`src/rtl/ajuste_pkg.sv`:
```
// rtl/ajuste_pkg.sv - shared types and defaults for the time-field adjuster
package ajuste_pkg;

   typedef enum logic [1:0] {
      IDLE   = 2'd0,
      DELAY  = 2'd1,
      REPEAT = 2'd2
   } state_t;

   typedef enum logic [1:0] {
      DIR_NONE = 2'd0,
      DIR_UP   = 2'd1,
      DIR_DOWN = 2'd2
   } dir_t;

   // 2.5 ms sampling tick at a 100 MHz system clock
   localparam int TICK_DIV_DEFAULT = 250000;

endpackage

```
`src/rtl/ajuste_debounce.sv`:
```
// rtl/ajuste_debounce.sv - tick-sampled three-flop button filter with press/held decode
module ajuste_debounce (
   input  logic clkS,
   input  logic rst_n,
   input  logic tick,
   input  logic raw,
   output logic press,
   output logic held
);

   logic [2:0] sync_q;
   logic [2:0] sync_d;

   always_comb begin
      sync_d = sync_q;
      if (tick) begin
         sync_d = {sync_q[1:0], raw};
      end
   end

   always_ff @(posedge clkS or negedge rst_n) begin
      if (!rst_n) begin
         sync_q <= '0;
      end else begin
         sync_q <= sync_d;
      end
   end

   // A single sampled high is enough for a press; anything between samples is never seen.
   assign press = sync_q[1] & ~sync_q[2] & tick;
   assign held  = sync_q[1] & sync_q[2];

endmodule

```
`src/rtl/ajuste_campo.sv`:
```
// rtl/ajuste_campo.sv - modulo-N field adjuster with debounced up/down buttons and auto-repeat
module ajuste_campo
   import ajuste_pkg::*;
#(
   parameter int MODULO       = 60,
   parameter int WIDTH        = 6,
   parameter int TICK_DIV     = TICK_DIV_DEFAULT,
   parameter int REPEAT_DELAY = 200,
   parameter int REPEAT_RATE  = 40
) (
   input  logic             clkS,
   input  logic             rst_n,
   input  logic             btn_up,
   input  logic             btn_down,
   input  logic             adj_en,
   input  logic             load,
   input  logic [WIDTH-1:0] load_val,
   output logic [WIDTH-1:0] value,
   output logic [WIDTH-1:0] adj_out,
   output logic             step,
   output logic             commit
);

   localparam int TW   = (TICK_DIV > 1) ? $clog2(TICK_DIV) : 1;
   localparam int HMAX = (REPEAT_DELAY > REPEAT_RATE) ? REPEAT_DELAY : REPEAT_RATE;
   localparam int HW   = $clog2(HMAX + 1);
   localparam int WP1  = WIDTH + 1;

   localparam logic [TW-1:0]    TICK_LAST = TW'(TICK_DIV - 1);
   localparam logic [HW-1:0]    DELAY_END = HW'(REPEAT_DELAY);
   localparam logic [HW-1:0]    RATE_END  = HW'(REPEAT_RATE);
   localparam logic [WIDTH-1:0] VAL_MAX   = WIDTH'(MODULO - 1);
   localparam logic [WIDTH:0]   VAL_LIMIT = WP1'(MODULO);

   logic [TW-1:0]    tick_cnt_q, tick_cnt_d;
   logic             tick;
   logic             up_press, up_held, dn_press, dn_held;
   state_t           state_q, state_d;
   dir_t             dir_q, dir_d;
   logic [HW-1:0]    hold_q, hold_d, hold_inc;
   logic             fire;
   dir_t             fire_dir;
   logic             own_held, other_held;
   logic [WIDTH-1:0] value_q, value_d;
   logic [WIDTH-1:0] adj_out_q, adj_out_d;
   logic [WIDTH-1:0] load_sat;
   logic             adj_s_q, adj_s_d;
   logic             commit_q, commit_d;
   logic             step_ok;

   assign tick = (tick_cnt_q == TICK_LAST);

   always_comb begin
      tick_cnt_d = tick ? '0 : tick_cnt_q + 1'b1;
   end

   ajuste_debounce u_deb_up (
      .clkS  (clkS),
      .rst_n (rst_n),
      .tick  (tick),
      .raw   (btn_up),
      .press (up_press),
      .held  (up_held)
   );

   ajuste_debounce u_deb_dn (
      .clkS  (clkS),
      .rst_n (rst_n),
      .tick  (tick),
      .raw   (btn_down),
      .press (dn_press),
      .held  (dn_held)
   );

   assign own_held   = (dir_q == DIR_UP) ? up_held : dn_held;
   assign other_held = (dir_q == DIR_UP) ? dn_held : up_held;
   assign hold_inc   = hold_q + 1'b1;

   always_comb begin
      state_d  = state_q;
      dir_d    = dir_q;
      hold_d   = hold_q;
      fire     = 1'b0;
      fire_dir = DIR_NONE;
      case (state_q)
         IDLE: begin
            // Simultaneous presses cancel each other out.
            if (up_press ^ dn_press) begin
               fire     = 1'b1;
               fire_dir = up_press ? DIR_UP : DIR_DOWN;
               dir_d    = fire_dir;
               hold_d   = '0;
               state_d  = DELAY;
            end
         end
         DELAY, REPEAT: begin
            fire_dir = dir_q;
            if (tick) begin
               if (!own_held || other_held) begin
                  state_d = IDLE;
                  dir_d   = DIR_NONE;
                  hold_d  = '0;
               end else if ((state_q == DELAY) && (hold_inc == DELAY_END)) begin
                  fire    = 1'b1;
                  hold_d  = '0;
                  state_d = REPEAT;
               end else if ((state_q == REPEAT) && (hold_inc == RATE_END)) begin
                  fire    = 1'b1;
                  hold_d  = '0;
               end else begin
                  hold_d  = hold_inc;
               end
            end
         end
         default: begin
            state_d = IDLE;
            dir_d   = DIR_NONE;
            hold_d  = '0;
         end
      endcase
   end

   assign load_sat = ({1'b0, load_val} >= VAL_LIMIT) ? VAL_MAX : load_val;
   assign step_ok  = fire & adj_en & ~load;

   always_comb begin
      value_d = value_q;
      if (load) begin
         value_d = load_sat;
      end else if (step_ok) begin
         if (fire_dir == DIR_UP) begin
            value_d = (value_q == VAL_MAX) ? '0 : value_q + 1'b1;
         end else begin
            value_d = (value_q == '0) ? VAL_MAX : value_q - 1'b1;
         end
      end
   end

   always_comb begin
      adj_out_d = adj_en ? value_q : '0;
      adj_s_d   = adj_en;
      // Falling edge seen between the sync flop and the live switch level.
      commit_d  = adj_s_q & ~adj_en;
   end

   always_ff @(posedge clkS or negedge rst_n) begin
      if (!rst_n) begin
         tick_cnt_q <= '0;
         state_q    <= IDLE;
         dir_q      <= DIR_NONE;
         hold_q     <= '0;
         value_q    <= '0;
         adj_out_q  <= '0;
         adj_s_q    <= 1'b0;
         commit_q   <= 1'b0;
      end else begin
         tick_cnt_q <= tick_cnt_d;
         state_q    <= state_d;
         dir_q      <= dir_d;
         hold_q     <= hold_d;
         value_q    <= value_d;
         adj_out_q  <= adj_out_d;
         adj_s_q    <= adj_s_d;
         commit_q   <= commit_d;
      end
   end

   assign value   = value_q;
   assign adj_out = adj_out_q;
   assign step    = step_ok;
   assign commit  = commit_q;

endmodule

```
`config.mk`:
```
export PLATFORM = sky130hd
export DESIGN_NAME = ajuste_campo
export DESIGN_NICKNAME = d
export VERILOG_FILES = /design/src/rtl/ajuste_pkg.sv /design/src/rtl/ajuste_debounce.sv /design/src/rtl/ajuste_campo.sv
export SDC_FILE = /design/constraint.sdc
export NUM_CORES = 1
export LEC_CHECK = 0
export BUFFER_PORTS_ARGS = -buffer_cell sky130_fd_sc_hd__buf_2
export CORE_MARGIN = 2
export CORE_UTILIZATION = 44
export DETAILED_ROUTE_END_ITERATION = 10
export MAX_ROUTING_LAYER = met4
export PLACE_DENSITY = 0.66
export SETUP_SLACK_MARGIN = 0.5
export SYNTH_ARGS = -nofsm -noshare
export SYNTH_HDL_FRONTEND = slang
export SYNTH_SLANG_ARGS = --single-unit
```
`constraint.sdc`:
```
create_clock -name clkS -period 3.3 [get_ports clkS]
set_clock_uncertainty 0.2 [all_clocks]
set_input_delay 0.165 -clock clkS [delete_from_list [all_inputs] [get_ports clkS]]
set_output_delay 0.165 -clock clkS [all_outputs]
set_load 0.05 [all_outputs]
```
==> summary.txt, run 1 <==
initial antenna violation count: 0
post-synthesis net count: 317
Fmax achieved: 352 MHz
max-cap viol count: 0
layout cells sized above 1: 27.6%
synth unique cells: 50
DRT iter0 DRCs: 140
CTS Buf Count: 5
Post-Syn Area: 2840 um^2
Power per Cell Area: 328 nW/um^2
I/O pin count: 26
Top FF cell, synth: dfrtp_1
num rows: 29
RSZ-0062 raised after global routing: yes
PnR Total Power: 1.18 mW
Die ar.: 7100 um^2
Routed WL per cell: 14.2 um
DR vias: 2331
worst-case clock buffer depth: 2
slew at the pin with the worst max-slew slack: 0.831 ns
Ys Warns: 0
Hold Path Class: input port to register
outcome: finished, final reports clean
FF-to-FF End: value[3]
TritonCTS Sinks: 50
Data arrival, critical path: 2.48 ns
cells on worst reg2reg path: 14
Worst Setup SP: hold_q[0]
GRT overflow: 0
P&R area growth vs syn: 26.6%
asr flop ratio synth: 100%
hold worst-path end: value[5]
TNS Setup: 0 ns
antenna-violating nets left: 0
Seq cells post-synth: 50
fin nets: 374
fin crit share: 86.2%
CTS Root Buffer Type: clkbuf_8
Max VDD drop: 0.000208 V
critical path launch point type: register
number of hold violations in the final report: 0
number of diodes: 0
largest net degree at the start of global routing: 38
largest fanout on the critical path: 5
Via density: 5.43
final setup fails: 0
cells after synthesis: 294
Slew Limit Fails: 0
Multi-input gate area: 1670 um^2
area leader, netlist: dfrtp_1
total global-route track usage: 18.6%
Worst Path Required: 2.93 ns
flop2flop setup slack: 0.51 ns
Post-synth EDFFs: 0
hold wc startpoint: load
drt pass-1 iters: 4
core area: 6280 um^2
worst skew pair latency: 0.30 ns
height of the die: 84.3 um
Crit Reg-Reg Startpoint: tick_cnt_q[11]
Hold Path Stages: 3
critical path endpoint category: primary output
leakage: 1.66 nW
CTS clk-pin slew, worst paths: 0.09 ns
top cells by area, synth: dfrtp_1, ha_1, nand2_1, nor2_1, nand3_1
DR DRC count: 0
final wirelength: 6080 um
register area: 1250 um^2
GP Congestion: 0.917
TritonCTS clock tree: done
Buffers on Ports: 25
Filler Cell Count: 554
Starting Density: 45.2%
sequential area share after synthesis: 44.1%
crit path time final: 2.84 ns
Synth top area share: 44.1%
Die X: 84.3 um
critical setup path kind: register to primary output
H-tree levels: 2
first-pass GRT wire length: 10500 um
Syn Area/Cell: 9.64 um^2
Max transition margin: 44.6%
hpwl dp: 4040 um
vias in the first global route: 2304
-- where the power goes --
part | internal, mW | switching [mW]
clock | 0.169 | 0.207
sequential | 0.625 | 0.0223
combinational | 0.0517 | 0.101
-- metrics by stage --
stage	util, %	instances	instance area (um^2)	worst slack (ns)	hold slack [ns]
global route	57.2	429	3590	0.257	0.122
detailed placement	48.9	391	3070	0.306	0.127
CTS	55.1	423	3460	0.459	0.0717
finish	57.2	429	3590	0.457	0.0854
floorplan	-	294	2860	0.513	-0.331
global placement	48.9	391	3070	0.375	0.122
-- flip-flops by register name (all words and copies together), names as in the netlist --
register         flops
tick_cnt_q          18
hold_q               8
adj_out              6
value                6
u_deb_dn.sync_q      3
u_deb_up.sync_q      3
dir_q                2
state_q              2
adj_s_q              1
commit               1
-- per-layer routing --
metal	up-vias	part of all wire, %	GRT usage (%)
met2	47	50	29.8
met3	6	3.7	2.75
li1	1161	-	-
met1	1117	45	24.3
met4	0	1.3	5.72
met5	-	0	-
-- critical path, cell delays in order (launching register included) --
cell,delay (ns)
dfrtp_1,0.40
ha_2,0.21
and3_1,0.20
and3_2,0.25
nor4bb_1,0.14
o311a_4,0.35
o2111ai_4,0.22
and2_4,0.21
nor2_4,0.03
buf_6,0.15
-- worst max path at each step --
stage / endpoint / slack (ns)
after floorplan: step / 0.51
after global placement: hold_q[5] / 0.38
after detailed placement: value[3] / 0.31
after CTS: step / 0.46
after global routing: value[3] / 0.26
final: step / 0.46
-- synth_stat cells (4+ instances only) --
cell type	instances
and3_1	7
ha_1	11
a31oi_1	7
a221oi_1	4
a21oi_1	8
nor2_1	28
o211ai_1	6
nand2_1	29
and2_1	9
nand2b_1	6
dfrtp_1	50
xor2_1	7
inv_1	11
o21ai_1	4
mux2_2	5
xnor2_1	10
clkbuf_1	8
nand3_1	19
nand4_1	5
nor2b_1	8
nand3b_1	4
-- layout make-up --
class                      count  share of cell area [%]
tap                           77                    2.68
timing repair buffer          60                    11.9
clock buffer                   6                    2.30
multi-input combinational    223                    46.7
sequential                    50                    34.9
inverter                      11                    1.22
clock inverter                 2                   0.349
-- placed cells by master (no fill, tap or decap), drive strengths merged, types with 4 or more instances in the layout --
cell and count:
a21oi 8, a221oi 4, a31oi 7, and2 9
and3 8, buf 50, clkbuf 6, dfrtp 50
dlygate4sd3 10, ha 11, inv 11, mux2 7
nand2 29, nand2b 6, nand3 19, nand3b 4
nand4 5, nor2 28, nor2b 8, nor4 4
o211ai 6, o21ai 6, xnor2 10, xor2 7
-- cell families after synthesis --
| kind of cell | after synthesis | synth area share [%] |
|---|---|---|
| buf+inv | 21 | 3.09 |
| flops | 50 | 44.1 |
| xor+xnor | 17 | 5.25 |
| mux | 8 | 3.13 |
| simple gates | 133 | 25.4 |
| fa+ha+maj | 11 | 4.85 |
| compound gates | 54 | 14.1 |
-- timing repair --
| item | 4_1_cts | 5_1_grt |
|---|---|---|
| setup buffers | 14 | 6 |
| resized for setup | 21 | 19 |
| pin swaps | 8 | 14 |
| hold buffers | 10 | 0 |
| endpoints found under the hold margin | 51 | 0 |
| endpoints found under the setup margin | 17 | 19 |
No activity file was read; power rests on OpenSTA's default activity.
==> run 2: changes to the inputs <==
- CORE_UTILIZATION: 44 -> 50
- PLACE_DENSITY: 0.66 -> 0.73
==> summary.txt, run 2 (synthesized netlist as in run 1, its figures left out) <==
Hold Path Stages: 3
Hold Path Class: input port to register
register area: 1250 um^2
DRT iter0 DRCs: 153
hold worst-path end: value[5]
Die X: 79.3 um
Data arrival, critical path: 2.48 ns
FF-to-FF End: value[3]
flop2flop setup slack: 0.47 ns
largest fanout on the critical path: 5
Buffers on Ports: 25
CTS Root Buffer Type: clkbuf_8
DR vias: 2409
P&R area growth vs syn: 27.4%
TNS Setup: 0 ns
worst skew pair latency: 0.30 ns
critical setup path kind: register to primary output
leakage: 1.68 nW
DR DRC count: 0
hold wc startpoint: load
final non-filler cell total: 427
num rows: 27
critical path launch point type: register
Die ar.: 6290 um^2
Multi-input gate area: 1670 um^2
final wirelength: 6360 um
CTS Buf Count: 5
largest reg by FF count: tick_cnt_q
final setup fails: 0
Worst Path Required: 2.93 ns
fin crit share: 86.4%
vias in the first global route: 2391
slew at the pin with the worst max-slew slack: 0.807 ns
most frequent cells in the layout: dfrtp_1, nand2_1, nor2_1
crit path time final: 2.85 ns
Routed WL per cell: 14.9 um
core area: 5510 um^2
fin nets: 377
layout cells sized above 1: 25.6%
cells on worst reg2reg path: 11
TritonCTS Sinks: 50
hpwl dp: 4160 um
outcome: finished, final reports clean
height of the die: 79.3 um
antenna-violating nets left: 0
H-tree levels: 2
Filler Cell Count: 438
critical path endpoint category: primary output
I/O pin count: 26
Worst Setup SP: hold_q[1]
number of flip-flops in the largest register: 18
biggest regs: tick_cnt_q: 18 flops, hold_q: 8 flops
TritonCTS clock tree: done
first-pass GRT wire length: 10900 um
Power per Cell Area: 337 nW/um^2
Max transition margin: 46.2%
worst-case clock buffer depth: 2
largest net degree at the start of global routing: 37
GP Congestion: 0.832
RSZ-0062 raised after global routing: yes
GRT overflow: 0
PnR Total Power: 1.22 mW
most common cell after layout, fill and taps aside: dfrtp_1
Fmax achieved: 351 MHz
Starting Density: 51.5%
Finished Cell Area: 3610 um^2
DP Area: 3050 um^2
number of diodes: 0
number of hold violations in the final report: 0
Slew Limit Fails: 0
drt pass-1 iters: 4
CTS clk-pin slew, worst paths: 0.09 ns
Crit Reg-Reg Startpoint: tick_cnt_q[0]
total global-route track usage: 22.3%
placed cells: 385
Max VDD drop: 0.000274 V
max-cap viol count: 0
Via density: 5.64
initial antenna violation count: 0
## run 2: cell types whose count changed in the layout (fill, tap and decap cells not counted), moves of 2 or more
cell	previous run	this run
buf_4	23	25
clkbuf_1	0	2
a221oi_2	4	0
and3_4	0	3
and3_2	2	0
a221oi_1	0	3
## run 2: worst max-delay path by stage
| stage | endpoint | slack (ns) |
|---|---|---|
| CTS | step | 0.45 |
| finish | step | 0.45 |
| global route | value[3] | 0.28 |
| detailed placement | hold_q[4] | 0.23 |
| floorplan | step | 0.51 |
| global placement | value[3] | 0.33 |
## run 2: where the power goes
| group | switching, mW | total, mW | internal (mW) |
|---|---|---|---|
| registers | 0.0225 | 0.647 | 0.625 |
| logic | 0.0995 | 0.150 | 0.0502 |
| clock network | 0.193 | 0.420 | 0.227 |
## run 2: layer usage
metal	vias up	global-route usage [%]	wire [um]
met4	0	6.03	68
met3	13	3.98	336
li1	1171	-	-
met1	1142	30.2	2920
met2	83	34.7	3040
met5	-	-	0
## run 2: layout make-up
| class | instances | share of cell area (%) |
|---|---|---|
| clock inverter | 1 | 0.831 |
| clock buffer | 7 | 2.11 |
| inverter | 11 | 1.14 |
| timing repair buffer | 63 | 12.6 |
| sequential | 50 | 34.7 |
| tap | 72 | 2.49 |
| multi-input combinational | 223 | 46.1 |
## run 2: per-stage QoR
stage	worst slack [ns]	util [%]	hold slack, ns
floorplan	0.513	-	-0.331
global placement	0.327	55.4	0.0964
detailed placement	0.233	55.4	0.0973
CTS	0.453	63.8	0.0618
global route	0.281	65.6	0.0800
finish	0.450	65.6	0.0752
## run 2: repair_timing
action                                  in CTS  in global routing
buffers inserted                            18                  6
pin swaps                                    7                  9
endpoints found under the setup margin      13                 16
hold buffers                                10                  0
gates cloned                                 0                  0
endpoints found under the hold margin       51                  0
resized for setup                           25                 11
## run 2: critical path, cell delays in order, from the launching register on
cell and delay (ns):
dfrtp_1 0.39, ha_2 0.21, and3_4 0.19, and3_4 0.20, nor4bb_2 0.17, o311a_4 0.42
o2111ai_4 0.21, and2_4 0.20, nor2_4 0.04, buf_8 0.15
